`config.mk`:
```
export PLATFORM = sky130hd
export DESIGN_NAME = rv_divider
export DESIGN_NICKNAME = d
export VERILOG_FILES = /design/src/rtl/pkg_rv_decode.sv /design/src/rtl/rv_div_step.sv /design/src/rtl/rv_divider.sv
export SDC_FILE = /design/constraint.sdc
export NUM_CORES = 1
export LEC_CHECK = 0
export BUFFER_PORTS_ARGS = -buffer_cell sky130_fd_sc_hd__buf_2
export CORE_MARGIN = 2
export CORE_UTILIZATION = 50
export CTS_CLUSTER_SIZE = 24
export DETAILED_ROUTE_END_ITERATION = 10
export PLACE_DENSITY = 0.75
export SLEW_MARGIN = 40
export SYNTH_ARGS = -nofsm -noshare
export SYNTH_HDL_FRONTEND = slang
export SYNTH_SLANG_ARGS = --single-unit
export TNS_END_PERCENT = 1
```
`constraint.sdc`:
```
create_clock -name clk -period 9.9 [get_ports clk]
set_clock_uncertainty 0.15 [all_clocks]
set_input_delay 1.98 -clock clk [delete_from_list [all_inputs] [get_ports clk]]
set_output_delay 1.98 -clock clk [all_outputs]
set_load 0.005 [all_outputs]
```
`src/rtl/pkg_rv_decode.sv`:
```
// rtl/pkg_rv_decode.sv - decode types shared by the execute stage and the divider
package pkg_rv_decode;

    typedef logic [31:0]        u32_t;
    typedef logic signed [31:0] s32_t;

    typedef enum logic [4:0] {
        ALU_ADD    = 5'd0,
        ALU_SUB    = 5'd1,
        ALU_SLL    = 5'd2,
        ALU_SLT    = 5'd3,
        ALU_SLTU   = 5'd4,
        ALU_XOR    = 5'd5,
        ALU_SRL    = 5'd6,
        ALU_SRA    = 5'd7,
        ALU_OR     = 5'd8,
        ALU_AND    = 5'd9,
        ALU_MUL    = 5'd10,
        ALU_MULH   = 5'd11,
        ALU_MULHSU = 5'd12,
        ALU_MULHU  = 5'd13,
        ALU_DIV    = 5'd14,
        ALU_DIVU   = 5'd15,
        ALU_REM    = 5'd16,
        ALU_REMU   = 5'd17
    } alu_t;

    typedef enum logic [1:0] {
        IDLE = 2'd0,
        CALC = 2'd1,
        DONE = 2'd2
    } div_state_t;

    function automatic logic is_div(alu_t op);
        return (op == ALU_DIV) || (op == ALU_DIVU) || (op == ALU_REM) || (op == ALU_REMU);
    endfunction

    function automatic logic is_signed_div(alu_t op);
        return (op == ALU_DIV) || (op == ALU_REM);
    endfunction

    function automatic logic is_rem(alu_t op);
        return (op == ALU_REM) || (op == ALU_REMU);
    endfunction

endpackage

```
`src/rtl/rv_div_step.sv`:
```
// rtl/rv_div_step.sv - one combinational restoring division step
module rv_div_step #(
    parameter int XLEN = 32
) (
    input  logic [XLEN-1:0] rem,
    input  logic            msb,
    input  logic [XLEN-1:0] divisor,
    output logic [XLEN-1:0] rem_next,
    output logic            qbit
);

    logic [XLEN:0] trial;

    // Shift the next dividend bit in and subtract the divisor when it fits.
    // The partial remainder is always below the divisor, so the trial needs
    // one extra bit and the difference always fits back into XLEN bits.
    always_comb begin
        trial    = {rem, msb};
        qbit     = (trial >= {1'b0, divisor});
        rem_next = qbit ? (trial[XLEN-1:0] - divisor) : trial[XLEN-1:0];
    end

endmodule

```
`src/rtl/rv_divider.sv`:
```
// rtl/rv_divider.sv - sequential radix-2 restoring divider for DIV/DIVU/REM/REMU
module rv_divider
    import pkg_rv_decode::*;
#(
    parameter int XLEN = 32
) (
    input  logic            clk,
    input  logic            reset,
    input  logic            rdy,
    input  alu_t            alu,
    input  logic [XLEN-1:0] rrd1,
    input  logic [XLEN-1:0] rrd2,
    output logic [XLEN-1:0] rwdat,
    output logic            cmpl
);

    localparam int CW = $clog2(XLEN);
    localparam logic [XLEN-1:0] MIN_NEG = {1'b1, {(XLEN-1){1'b0}}};

    div_state_t      state;
    logic [CW-1:0]   cnt;
    logic [XLEN-1:0] dvd;
    logic [XLEN-1:0] dvs;
    logic [XLEN-1:0] rem_q;
    logic [XLEN-1:0] quo;
    logic [XLEN-1:0] res;
    logic            neg_q;
    logic            neg_r;
    alu_t            op_q;

    logic [XLEN-1:0] rem_next;
    logic            qbit;

    logic            in_sgn;
    logic            in_s1;
    logic            in_s2;
    logic [XLEN-1:0] in_a;
    logic [XLEN-1:0] in_b;

    logic [XLEN-1:0] quo_fin;
    logic [XLEN-1:0] q_out;
    logic [XLEN-1:0] r_out;
    logic [XLEN-1:0] fin;

    rv_div_step #(.XLEN(XLEN)) u_step (
        .rem      (rem_q),
        .msb      (dvd[XLEN-1]),
        .divisor  (dvs),
        .rem_next (rem_next),
        .qbit     (qbit)
    );

    // Operand conditioning: signed ops divide magnitudes, unsigned ops use raw values.
    always_comb begin
        in_sgn = is_signed_div(alu);
        in_s1  = in_sgn & rrd1[XLEN-1];
        in_s2  = in_sgn & rrd2[XLEN-1];
        in_a   = in_s1 ? -rrd1 : rrd1;
        in_b   = in_s2 ? -rrd2 : rrd2;
    end

    // Sign fix-up and result select, evaluated on the last CALC step.
    always_comb begin
        quo_fin = {quo[XLEN-2:0], qbit};
        q_out   = neg_q ? -quo_fin : quo_fin;
        r_out   = neg_r ? -rem_next : rem_next;
        fin     = is_rem(op_q) ? r_out : q_out;
    end

    // Divider control FSM and datapath registers.
    always_ff @(posedge clk or posedge reset) begin
        if (reset) begin
            state <= IDLE;
            cnt   <= '0;
            dvd   <= '0;
            dvs   <= '0;
            rem_q <= '0;
            quo   <= '0;
            res   <= '0;
            neg_q <= 1'b0;
            neg_r <= 1'b0;
            op_q  <= ALU_ADD;
        end else begin
            case (state)
                IDLE: begin
                    if (is_div(alu)) begin
                        op_q  <= alu;
                        neg_q <= in_s1 ^ in_s2;
                        neg_r <= in_s1;
                        dvd   <= in_a;
                        dvs   <= in_b;
                        rem_q <= '0;
                        quo   <= '0;
                        if (rrd2 == '0) begin
                            res   <= is_rem(alu) ? rrd1 : '1;
                            state <= DONE;
                        end else if (in_sgn && (rrd1 == MIN_NEG) && (rrd2 == '1)) begin
                            res   <= is_rem(alu) ? '0 : MIN_NEG;
                            state <= DONE;
                        end else begin
                            cnt   <= CW'(XLEN - 1);
                            state <= CALC;
                        end
                    end
                end
                CALC: begin
                    if (!is_div(alu)) begin
                        state <= IDLE;
                    end else begin
                        dvd   <= {dvd[XLEN-2:0], 1'b0};
                        rem_q <= rem_next;
                        quo   <= quo_fin;
                        cnt   <= cnt - 1'b1;
                        if (cnt == '0) begin
                            res   <= fin;
                            state <= DONE;
                        end
                    end
                end
                DONE: begin
                    if (rdy) begin
                        state <= IDLE;
                    end
                end
                default: state <= IDLE;
            endcase
        end
    end

    // Handshake outputs depend only on state and the decoded op.
    always_comb begin
        cmpl  = (state == DONE) || !is_div(alu);
        rwdat = (state == DONE) ? res : '0;
    end

endmodule
```
==> metrics.yaml <==
syn-cell-area_sq_mm: 0.0131
critPathSlowestCell: "a2111oi_0"
clk_pin_slew_ns: 0.08
grt_util_all_layers_pct: 29.2
avgSynthCellArea_sq_um: 7.81
cts_repair_resize_count: 0
die_h_um: 166
antenna_found_initial: 0
vias_per_cell: 6.34
hpwl_um: 30000
dr.pass1.iters: 8
gr-usage-met2_pct: 46.6
cts.sinks: 172
synthTopCellsByArea: "dfrtp_1 (33%), nand2_1 (7.5%), o21ai_0 (7.3%)"
worstHoldStart: "dvs[25]"
seq_area_sq_mm: 0.00431
whs_endpoint: "dvs[25]"
nFillCells: 2410
async_flop_share_pct: 100
synth_edf_count: 0
clock_latency_ns: 0.45
worstPathCellList: "ha_1 -> a21oi_2 -> o21ai_1 -> a2111oi_0 -> or3_1 -> nand3_4 -> inv_2 -> mux2i_1 -> ha_1 -> inv_1 -> nor2_1 -> nor4b_1 -> nand3_1 -> a2111oi_0 -> nand4b_1 -> o21ai_0 -> xor2_1 -> a21oi_1"
core_sq_mm: 0.0259
grt_use_met1_pct: 40.2
met3_usage_pct: 4.79
dieArea_sq_mm: 0.0276
setup_tns_ns: 0
cts_tree: "done"
critPathLaunch: "rem_q[17]"
slowest_delay_ns: 0.74
numCtsBuffers: 17
min_period_ns: 6.55
finalHoldViolCount: 0
p_int_mw: 1.37
seq_power_share_pct: 40.4
r2r-start: "rem_q[17]"
diodes: 0
utilization_pct: 55.6
p_switching_uw: 832
drcViolationCount: 0
rrSetupSlack_ns: 3.35
fin_nets: 1817
power_frac_clock_pct: 31.8
drtIter0Drc: 1478
max_freq_ghz: 0.153
clk_path_buf_depth: 2
die_w_um: 166
synth-seq-cells: 172
worst_slew_pin_slew_ns: 0.869
post_cts_buffers: 0
synth_cell_types: 75
post-synth-top-count-cell: "nand2_1"
min_path_type: "reg -> reg"
whs_ns: 0.337
routed_wirelength_um: 40800
netlist_instances: 1680
ys_warn_count: 0
slew_headroom_pct: 41.9
portBuffers: 104
synth_commonest_cells: "nand2_1 (261), o21ai_0 (191), dfrtp_1 (172)"
multi_input_area_sq_mm: 0.00826
grt_first_pass_wirelength_um: 65700
synth_top_area_share_pct: 32.8
clockRootBuffer: "clkbuf_16"
fin_crit_sh_pct: 66.2
ff2ff_path_depth: 18
ant_nets: 0
drv_cap: 0
final_max_slew_viol_count: 0
seq_area_frac_synth_pct: 32.8
sw_frac_of_total_pct: 37.8
hold_depth: 2
syn-num-nets: 1792
power_frac_comb_pct: 27.8
cp-end-kind: "flop"
worstPathRequired_ns: 10.07
peakVddDrop_mv: 0.0877
rsz0062_at_grt: "no"
num_io_pins: 105
cp_max_fo: 46
powerDensity_mw_per_mm2: 153
grt_overflow: 0
worstPathArrival_ns: 6.73
grt-busiest-layer: "met2"
num_vias: 13000
yosys.area.top_type: "dfrtp_1"
grt_max_degree: 98
gp_congestion: 0.944
wl_per_cell_um: 19.9
area_growth_pct: 9.81
grt_pass1_vias: 12300
status: "complete, no violations"
rows: 59
hold_buffers: 0
htree_num_levels: 4
initial_utilization_pct: 50.7
synth-main-ff-cell: "dfrtp_1"
path_class: "reg -> reg"
leakage_nw: 6.45
drive_gt1_share_pct: 10.6
critPathLaunchType: "flop"
setup_viol: 0
regToRegEndpoint: "res[30]"
## metrics by stage
| stage | total power [mW] | std cells | area (sq um) | worst slack, ns |
|---|---|---|---|---|
| after floorplan | 1.31 | 1680 | 13100 | 3.11 |
| after global placement | 1.48 | 2021 | 13800 | 3.35 |
| after detailed placement | 1.50 | 2021 | 13800 | 3.18 |
| after CTS | 2.19 | 2053 | 14400 | 3.53 |
| after global routing | 2.31 | 2053 | 14400 | 2.99 |
| final | 2.20 | 2053 | 14400 | 3.35 |
## logic make-up (layout without fill, tap and decap cells)
group	count (synthesis)	in the layout	share of synthesized area, %
xor gates and xnor gates	134	134	8.94
buffers and inverters	166	204	4.90
muxes	23	23	1.76
AOI/OAI and AO/OA	523	523	24.9
and+or+nand+nor	622	622	22.8
adders and majority gates	40	40	3.87
DFF	172	172	32.8
## layer usage
layer	vias to the layer above	wire, um
li1	6145	-
met1	6238	17400
met2	552	18700
met3	91	3300
met4	0	1370
met5	-	0
## worst max-delay path by stage
stage                          to  slack, ns  depth (start not counted)
after global placement    res[28]       3.35                         12
after global routing      res[30]       2.99                         18
after detailed placement  res[28]       3.18                         12
after floorplan            cnt[0]       3.11                          1
after CTS                 res[30]       3.53                         18
final                     res[30]       3.35                         18
## state kept, by name (all words and copies together), names as in the netlist, 2 cells and up
signal,count
cnt,5
quo,31
op_q,4
rem_q,32
res,32
state,2
dvd,32
dvs,32
## power groups by stage
stage / Clock [mW] / Sequential (mW) / Combinational [mW]
final: 0.701 / 0.889 / 0.611
after global routing: 0.733 / 0.901 / 0.679
after CTS: 0.701 / 0.885 / 0.600
after detailed placement: 0 / 0.898 / 0.597
after global placement: 0 / 0.894 / 0.583
after floorplan: 0 / 0.868 / 0.442
## placed cells by master, fill, tap and decap left out, types with 6 or more instances in the layout
cell type / count
nand2_1: 258
o21ai_0: 191
dfrtp_1: 170
buf_2: 104
a21oi_1: 92
nor2_1: 88
xnor2_1: 68
xor2_1: 66
inv_1: 56
nand3_1: 54
and3_1: 40
ha_1: 39
o22ai_1: 33
nor3_1: 31
nand4_1: 30
o31ai_1: 30
o211ai_1: 29
a31oi_1: 28
mux2i_1: 22
or3_1: 22
clkbuf_16: 17
a21o_1: 15
nor4_1: 15
a211oi_1: 13
nor2b_1: 13
or4_1: 12
nand2b_1: 12
a22o_1: 11
o21a_1: 8
o41ai_1: 8
buf_4: 8
a211o_1: 7
and2_1: 7
o221ai_1: 7
nand4b_1: 6
o31a_1: 6
inv_8: 6
## area by class of cell
type                    count  share of cell area, %
clock inverters            15                   1.28
repair buffers            113                   4.11
clock buffers              17                   2.95
multi-input cells        1342                   57.3
well taps                 335                   2.91
flip-flops and latches    172                   29.9
inverters                  59                   1.59
## worst max-delay path, delay by kind of cell, from the launching register on
kind / cells / cell delay, ns
compound gates: 6 / 2.08
simple gates: 6 / 1.69
xor+xnor: 1 / 0.17
fa+ha+maj: 2 / 0.71
flops: 1 / 0.44
buf+inv: 2 / 0.83
mux: 1 / 0.35
Note: power is estimated with default switching activity, not from simulation.
